<file path="config.mk">
export PLATFORM = sky130hd
export DESIGN_NAME = uart_tx_arb_flat
export DESIGN_NICKNAME = d
export VERILOG_FILES = /design/src/rtl/uart_tx_arb_if.sv /design/src/rtl/uart_tx_arb.sv /design/src/flat_wrapper.sv
export SDC_FILE = /design/constraint.sdc
export NUM_CORES = 1
export LEC_CHECK = 0
export ABC_CLOCK_PERIOD_IN_PS = 2760
export BUFFER_PORTS_ARGS = -buffer_cell sky130_fd_sc_hd__buf_4
export CORE_UTILIZATION = 39
export DETAILED_ROUTE_END_ITERATION = 16
export SYNTH_ARGS = -nofsm -noshare
export SYNTH_HDL_FRONTEND = slang
export SYNTH_SLANG_ARGS = --single-unit
</file>
<file path="constraint.sdc">
create_clock -name app_clk -period 2.76 [get_ports app_clk]
set_input_delay 0.552 -clock app_clk [delete_from_list [all_inputs] [get_ports app_clk]]
set_output_delay 0.552 -clock app_clk [all_outputs]
set_load 0.02 [all_outputs]
</file>
<file path="src/rtl/uart_tx_arb_if.sv">
// Byte-stream bundle between NREQ requesters, the arbiter and the UART TX byte port.
// master drives requester bytes and tx_ready; slave is the arbiter side.
interface uart_tx_arb_if #(
   parameter int unsigned NREQ = 4
);
   logic [NREQ-1:0]   req_valid;
   logic [NREQ*8-1:0] req_data;
   logic [NREQ-1:0]   req_last;
   logic [NREQ-1:0]   req_ready;
   logic              tx_valid;
   logic [7:0]        tx_data;
   logic              tx_ready;

   modport master (
      output req_valid, req_data, req_last, tx_ready,
      input  req_ready, tx_valid, tx_data
   );

   modport slave (
      input  req_valid, req_data, req_last, tx_ready,
      output req_ready, tx_valid, tx_data
   );
endinterface

</file>
<file path="src/rtl/uart_tx_arb.sv">
// Round-robin arbiter sharing one UART TX byte port among NREQ requesters.
// A grant covers a whole burst, bounded by a byte cap and a stall timeout, then an idle gap.
module uart_tx_arb #(
   parameter int unsigned NREQ      = 4,
   parameter int unsigned GAP_CYC   = 16,
   parameter int unsigned LOCK_MAX  = 255,
   parameter int unsigned STALL_MAX = 64
) (
   input  logic                    app_clk,
   input  logic                    reset_n,
   input  logic                    cfg_arb_en,
   uart_tx_arb_if.slave            bus,
   output logic [$clog2(NREQ)-1:0] grant_id,
   output logic                    busy,
   output logic                    stall_abort
);

   localparam int unsigned IdxW      = $clog2(NREQ);
   localparam logic [7:0]  LockLast  = 8'(LOCK_MAX - 1);
   localparam logic [7:0]  StallLast = 8'(STALL_MAX - 1);
   localparam logic [7:0]  GapLast   = 8'((GAP_CYC == 0) ? 0 : GAP_CYC - 1);

   typedef enum logic [1:0] {StIdle, StXfer, StGap} state_e;

   state_e          state_q;
   logic [IdxW-1:0] grant_q, rr_q;
   logic [7:0]      byte_cnt_q, gap_cnt_q, stall_cnt_q;
   logic            busy_q, abort_q;

   logic [7:0]      req_byte [NREQ];
   logic [IdxW-1:0] sel, sel_idx;
   logic            sel_vld;
   int unsigned     rr_idx;
   logic            in_xfer, own_vld, own_last, hs;
   logic            burst_end, stall_hit, xfer_exit;

   for (genvar i = 0; i < NREQ; i++) begin : g_byte
      assign req_byte[i] = bus.req_data[8*i +: 8];
   end

   // Search starts just after the last winner; wrap is explicit so NREQ need not be 2^n.
   always_comb begin
      sel_vld = 1'b0;
      sel     = rr_q;
      sel_idx = '0;
      rr_idx  = 0;
      for (int unsigned k = 1; k <= NREQ; k++) begin
         rr_idx = 32'(rr_q) + k;
         if (rr_idx >= NREQ) rr_idx = rr_idx - NREQ;
         sel_idx = IdxW'(rr_idx);
         if (!sel_vld && bus.req_valid[sel_idx]) begin
            sel_vld = 1'b1;
            sel     = sel_idx;
         end
      end
   end

   assign in_xfer      = (state_q == StXfer);
   assign own_vld      = bus.req_valid[grant_q];
   assign own_last     = bus.req_last[grant_q];
   assign bus.tx_valid = in_xfer & own_vld & cfg_arb_en;
   assign bus.tx_data  = in_xfer ? req_byte[grant_q] : 8'h00;
   assign hs           = bus.tx_valid & bus.tx_ready;

   always_comb begin
      bus.req_ready = '0;
      if (in_xfer) bus.req_ready[grant_q] = bus.tx_ready & cfg_arb_en;
   end

   // A stall hit implies no handshake, so the abort pulse never coincides with a transfer.
   assign burst_end = hs & (own_last | (byte_cnt_q == LockLast));
   assign stall_hit = cfg_arb_en & ~own_vld & (stall_cnt_q == StallLast);
   assign xfer_exit = ~cfg_arb_en | burst_end | stall_hit;

   always_ff @(posedge app_clk or negedge reset_n) begin
      if (!reset_n) begin
         state_q     <= StIdle;
         grant_q     <= '0;
         rr_q        <= IdxW'(NREQ - 1);
         byte_cnt_q  <= '0;
         gap_cnt_q   <= '0;
         stall_cnt_q <= '0;
         busy_q      <= 1'b0;
         abort_q     <= 1'b0;
      end else begin
         abort_q <= 1'b0;
         unique case (state_q)
            StIdle: begin
               if (cfg_arb_en && sel_vld) begin
                  grant_q     <= sel;
                  rr_q        <= sel;
                  byte_cnt_q  <= '0;
                  stall_cnt_q <= '0;
                  state_q     <= StXfer;
                  busy_q      <= 1'b1;
               end
            end
            StXfer: begin
               if (hs) begin
                  if (byte_cnt_q != LockLast) byte_cnt_q <= byte_cnt_q + 8'd1;
                  stall_cnt_q <= '0;
               end else if (!own_vld) begin
                  if (stall_cnt_q != StallLast) stall_cnt_q <= stall_cnt_q + 8'd1;
               end else begin
                  stall_cnt_q <= '0;
               end
               if (xfer_exit) begin
                  abort_q   <= stall_hit;
                  gap_cnt_q <= '0;
                  if (GAP_CYC == 0) begin
                     state_q <= StIdle;
                     busy_q  <= 1'b0;
                  end else begin
                     state_q <= StGap;
                  end
               end
            end
            StGap: begin
               if (gap_cnt_q == GapLast) begin
                  state_q <= StIdle;
                  busy_q  <= 1'b0;
               end else begin
                  gap_cnt_q <= gap_cnt_q + 8'd1;
               end
            end
            default: begin
               state_q <= StIdle;
               busy_q  <= 1'b0;
            end
         endcase
      end
   end

   assign grant_id    = grant_q;
   assign busy        = busy_q;
   assign stall_abort = abort_q;

endmodule

</file>
<file path="src/flat_wrapper.sv">
// flat-port wrapper written by rule: the top's interface ports become plain ports
module uart_tx_arb_flat 
#(
   parameter int unsigned NREQ      = 4,
   parameter int unsigned GAP_CYC   = 16,
   parameter int unsigned LOCK_MAX  = 255,
   parameter int unsigned STALL_MAX = 64
)
  (app_clk, reset_n, cfg_arb_en, grant_id, busy, stall_abort, bus_req_valid, bus_req_data, bus_req_last, bus_tx_ready, bus_req_ready, bus_tx_valid, bus_tx_data);
  uart_tx_arb_if #(.NREQ(NREQ)) bus_i ();
  input  logic app_clk;
  input  logic reset_n;
  input  logic cfg_arb_en;
  output logic [$clog2(NREQ)-1:0] grant_id;
  output logic busy;
  output logic stall_abort;
  input wire logic [$bits(bus_i.req_valid)-1:0] bus_req_valid;
  input wire logic [$bits(bus_i.req_data)-1:0] bus_req_data;
  input wire logic [$bits(bus_i.req_last)-1:0] bus_req_last;
  input wire logic [$bits(bus_i.tx_ready)-1:0] bus_tx_ready;
  output wire logic [$bits(bus_i.req_ready)-1:0] bus_req_ready;
  output wire logic [$bits(bus_i.tx_valid)-1:0] bus_tx_valid;
  output wire logic [$bits(bus_i.tx_data)-1:0] bus_tx_data;
  assign bus_i.req_valid = bus_req_valid;
  assign bus_i.req_data = bus_req_data;
  assign bus_i.req_last = bus_req_last;
  assign bus_i.tx_ready = bus_tx_ready;
  assign bus_req_ready = bus_i.req_ready;
  assign bus_tx_valid = bus_i.tx_valid;
  assign bus_tx_data = bus_i.tx_data;
  uart_tx_arb #(.NREQ(NREQ), .GAP_CYC(GAP_CYC), .LOCK_MAX(LOCK_MAX), .STALL_MAX(STALL_MAX)) u_core (.app_clk(app_clk), .reset_n(reset_n), .cfg_arb_en(cfg_arb_en), .bus(bus_i), .grant_id(grant_id), .busy(busy), .stall_abort(stall_abort));
endmodule
</file>
Yosys cells after proc, flatten, opt, wreduce, memory -nomap -nowiden
Cells that the tools add are included.
Storage, ports and cells
  register bits after elaboration: 32
  input port bits: 44
  logic and storage cells: 127
Cells by class
  add/sub/neg operators: 11
  order comparisons: 11
  equal/unequal tests: 14
  mux-type cells: 51
  bitwise logic cells: 15
  reductions and logical operators: 17
Operators with widths (count)
  $mux 8: 11
  $pmux 8 s2: 3
  $add 8x1->8 const B: 3
  $mux 2: 11
  $bmux 8 s2: 1
  $lt 2x3->1 const B: 5
  $mux 1: 15
  $bmux 1 s2: 6
  $ge 3x3->1 const B: 4
  $reduce_and 3->1: 4
  $eq 8x4->1 const B: 1
  $eq 8x6->1 const B: 1
  $eq 8x8->1 const B: 1
  $ne 2x2->1 const B: 4
  $ne 8x6->1 const B: 1
  $ne 8x8->1 const B: 1
  $sub 2x1->2 const B: 4
  $and 1x1->1: 7
  $add 2x2->3 const B: 2
  $pmux 2 s3: 1
  $logic_and 1x1->1: 5
  $add 2x3->4 const B: 1
  $and 4x4->4: 1
  $ge 4x3->1 const B: 1
  17 further kinds: 25

Logic depth before layout (Yosys ltp)
  depth after elaboration: 18
  mapped depth: 9
  mapped depth without buffers: 7

Worst setup path after synthesis
Ideal clock, no wire load.
  path type: reg2out
  start: register u_core.grant_q[0] (netlist: u_core.grant_id[0])
  end: output port bus_tx_data[1]
  arrival time: 1770 ps
  required time: 2208 ps
  path slack: 438 ps
  stages on the path, launching flop included: 5
  buffers on the path: 2
  cell sequence: dfrtp_1 -> buf_6 -> clkbuf_1 -> mux4_2 -> and2_1
Between the ends
  word-level cells in the longest chain between the ends: 5
Ends and longest elaborated chain
  from (decl): line uart_tx_arb.sv:26  | logic [IdxW-1:0] grant_q, rr_q;
  from (signal assigned): line uart_tx_arb.sv:90  | grant_q <= sel;
  $not 2->3 (not written as such): line uart_tx_arb.sv:62  | assign bus.tx_data = in_xfer ? req_byte[grant_q] : 8'h00;
  $bmux 8 s2: line uart_tx_arb.sv:62
  $mux 8 (not written as such) (2 in series): line uart_tx_arb.sv:62
  $mux 8: line uart_tx_arb.sv:62
  to (decl): line flat_wrapper.sv:23  | output wire logic [$bits(bus_i.tx_data)-1:0] bus_tx_data;
Every way passes these cells. The select of a mux whose other input is x is not followed.

Worst setup path after layout
  start: register u_core.grant_q[0] (netlist: u_core.grant_id[0])
  end: output port bus_tx_data[0]
The elaborated chain is that of the path after synthesis.

==> metrics.sh <==
WORST_HOLD_SLACK_NS=0.205
NUMBER_OF_PLACEMENT_ROWS=26
SETUP_VIOL_COUNT_FINAL=0
CELLINTERNALPOWER_mW=0.697
ANTENNA_VIOLATIONS_BEFORE_REPAIR=0
DIEAREA_MM2=0.00592
PWR_DENSITY_CELL_mW_PER_MM2=317
GRT_MAX_DEGREE=33
LAYOUT_SETUP_WS_NS=0.385
SETUP_TNS_NS=0
DIE_WIDTH_UM=76.9
POWER.CLOCK.FRACTION_PCT=38.7
SYNTH.AVG_CELL_AREA_UM2=9.52
CTS.HTREE.LEVELS=2
MOST_FREQUENTLY_USED_CELL_TYPE_IN_THE_POST_SYNTHESIS_NETLIST='dfrtp_1'
PLACEABLECOREAREA_MM2=0.00527
AREA_GROWTH_PCT=29.0
POWER_FRAC_SEQ_PCT=52.3
MAX-CLOCK-PATH-BUFFERS=2
AVGVIACOUNTPERCELL=5.47
TIMING_MAX_TRANSITION_VIOLATIONS_FINAL=0
GRT.TOTAL_USAGE_PCT=20.2
GLOBALROUTEMET1UTIL_PCT=26.0
UNREPAIRED_SETUP_ENDPOINTS_AFTER_GLOBAL_ROUTING='false'
SYNTH_COMMON_CELLS='dfrtp_1, nand2_1, nor2_1, o21ai_0, and2_1'
POWER.NET_SWITCHING_mW=0.199
YOSYS_MOST_USED_DFF='dfrtp_1'
DRC=0
ROUTED_WIRE_LENGTH_PER_INSTANCE_UM=14.9
POWER_FRAC_COMB_PCT=8.9
TIGHTEST_SLEW_NS=0.499
SYNTH.TOP_CELL.AREA_SHARE_PCT=34.3
IOS=61
ENDPOINT_KIND='output pin'
TIME_THE_WORST_PATH_NEEDS_WITH_I_O_DELAYS_AND_SETUP_NS=2.38
YS_WARN_COUNT=0
CLKLATENCYLATEPIN_NS=0.28
GRT_OVERFLOW=0
CLKTRANSATPATHREGS_NS=0.07
CP_DATA_REQUIRED_TIME_NS=2.21
HOLD_VIOL_FINAL=0
WORST_SLEW_MARGIN_RELATIVE_TO_ITS_LIMIT_PCT=66.7
CRIT_TYPE='reg2out'
SWITCHING_SHARE_OF_POWER_PCT=22.2
R2R_SLACK_NS=0.41
FINAL_CORE_UTILIZATION_PCT=53.6
CRITPATHARRIVALTIME_NS=1.82
DETAILEDPLACE.WORSTSLACK_NS=0.246
CRITICAL_PATH_LAUNCH_POINT_TYPE='register'
DRT_WL_TOTAL_UM=5460
CTS_ROOT_BUFFER='clkbuf_8'
ANT_NETS=0
DIODE_INSERTION_COUNT_FOR_ANTENNA_REPAIR=0
VIAS=2007
MULTI_INPUT_AREA_MM2=0.00131
FILLER_CELL_COUNT=526
DRV_CAP=0
CTS_SETUP_BUFFERS=0
SYNTH_AREA_MM2=0.00219
DETAILEDROUTE.FIRSTPASSITERATIONCOUNT=4
CTSRESIZECOUNT=0
LAYOUT-DRIVE-GT1-SHARE_PCT=30.6
NNETSFINAL=347
CTS-BUFFERS-INSERTED=5
CLOCK-SKEW-FINAL_NS=0.00579
POST_CTS_HOLD_BUFFER_COUNT=0
GLOBAL_ROUTE.USAGE.MET3_PCT=3.21
GP_CONGESTION=0.766
BUSIEST_LAYER='met2'
SYNTH_AREA_LEADERS='dfrtp_1, mux4_2, ha_1'
PLACED_CELL_AREA_MM2=0.00274
FIN_CRIT_SH_PCT=86.1
RUN_STATUS='finished, final reports clean'
GRT_FIRST_PASS_WIRELENGTH_UM=9450
YOSYSSEQAREASHARE_PCT=36.7
FINAL_DESIGN_AREA_NO_FILL_MM2=0.00283
FLOORPLAN.INITIALDENSITY_PCT=41.5
P_LEAK_nW=1.25
ASYNC_FLOP_SHARE_PCT=100
PORT_BUFS=60
MIN-DELAY-PATH-CLASS='in2async'
DIEHEIGHT_UM=76.9
SYN_INST=230
FIRST_GLOBAL_VIAS=1969
WORST-PATH-MAX-FANOUT=13
TRITONCTS_CLOCK_TREE='built'
CTS_SINKS=32
GLOBAL_ROUTE.USAGE.MET2_PCT=34.0
SEQUENTIAL_CELL_AREA_UM2=803
VDD.IR_DROP.WORST_V=0.000279
DRT_ITER0_DRC=105
SYNTH-EDFF-COUNT=0
DP_HPWL_UM=4170
FMAX_ACHIEVED_MHz=421
SYNTH_NET_COUNT=281
NETLIST-CELL-TYPE-COUNT=48
YS_SEQ_ELEMENTS=32
SYNTH_LARGEST_AREA_CELL='dfrtp_1'
==> layer usage <==
metal  vias to the layer above  wire length [µm]
met5                         -                 0
met2                        23              2840
met1                       973              2440
li1                       1002                 -
met3                         9                92
met4                         0                90
==> worst paths after layout <==
kind | startpoint | to | cells past startpoint
min | reset_n | u_core.byte_cnt_q[3] | 1
max | u_core.grant_id[0] | bus_tx_data[0] | 4
min in group app_clk | u_core.busy | u_core.busy | 1
min reg2reg | u_core.busy | u_core.busy | 1
max in group asynchronous | reset_n | u_core.rr_q[0] | 1
max reg2reg | u_core.stall_cnt_q[0] | u_core.gap_cnt_q[6] | 6
==> power by group through the flow <==
stage               clock [mW]  sequential (mW)  combinational [mW]
finish                   0.347            0.469              0.0800
global route             0.378            0.469              0.0874
CTS                      0.354            0.469              0.0811
detailed placement           0            0.478              0.0810
global placement             0            0.478              0.0800
floorplan                    0            0.478              0.0176
==> area by class of cell <==
type | instances | area share, %
timing repair buffer | 68 | 18.1
inverter | 10 | 1.33
clock buffer | 7 | 2.70
multi-input combinational | 179 | 46.2
sequential | 32 | 28.4
tap | 70 | 3.10
clock inverter | 1 | 0.177
==> placed cells by master (no fill, tap or decap), drive strengths merged, types with 8 or more instances in the layout <==
cell type and count:
a21oi 10, and2 12, buf 68, dfrtp 30, inv 10, mux4 10
nand2 18, nand3 8, nor2 17, o21ai 16
==> critical path, stage by stage, from the launching register on <==
cell	delay (ns)
dfrtp_1	0.43
buf_4	0.27
mux4_2	0.52
and2_1	0.17
buf_4	0.15
==> flip-flops by register name (all words and copies together) (netlist names) <==
signal	flops
u_core.byte_cnt_q	8
u_core.stall_abort	1
u_core.rr_q	2
u_core.state_q	2
u_core.grant_id	2
u_core.busy	1
u_core.stall_cnt_q	8
u_core.gap_cnt_q	8
==> per-stage QoR <==
step	power, mW	cells
2_1_floorplan	0.495	230
3_3_place_gp	0.558	359
3_5_place_dp	0.559	359
4_1_cts	0.904	367
5_1_grt	0.934	367
6_report	0.896	367
==> kinds of logic (layout without fill, tap and decap cells) <==
logic type                 count (synthesis)  after routing  share of synthesized area, %
xor gates and xnor gates                   5              5                          2.00
and+or+nand+nor                           99             99                          24.6
DFF                                       32             32                          36.7
AOI/OAI and AO/OA                         56             56                          17.8
adders and majority gates                  7              7                          4.00
muxes                                     12             12                          11.2
buffers and inverters                     19             86                          3.71
Power figures use the tool's default switching activity.
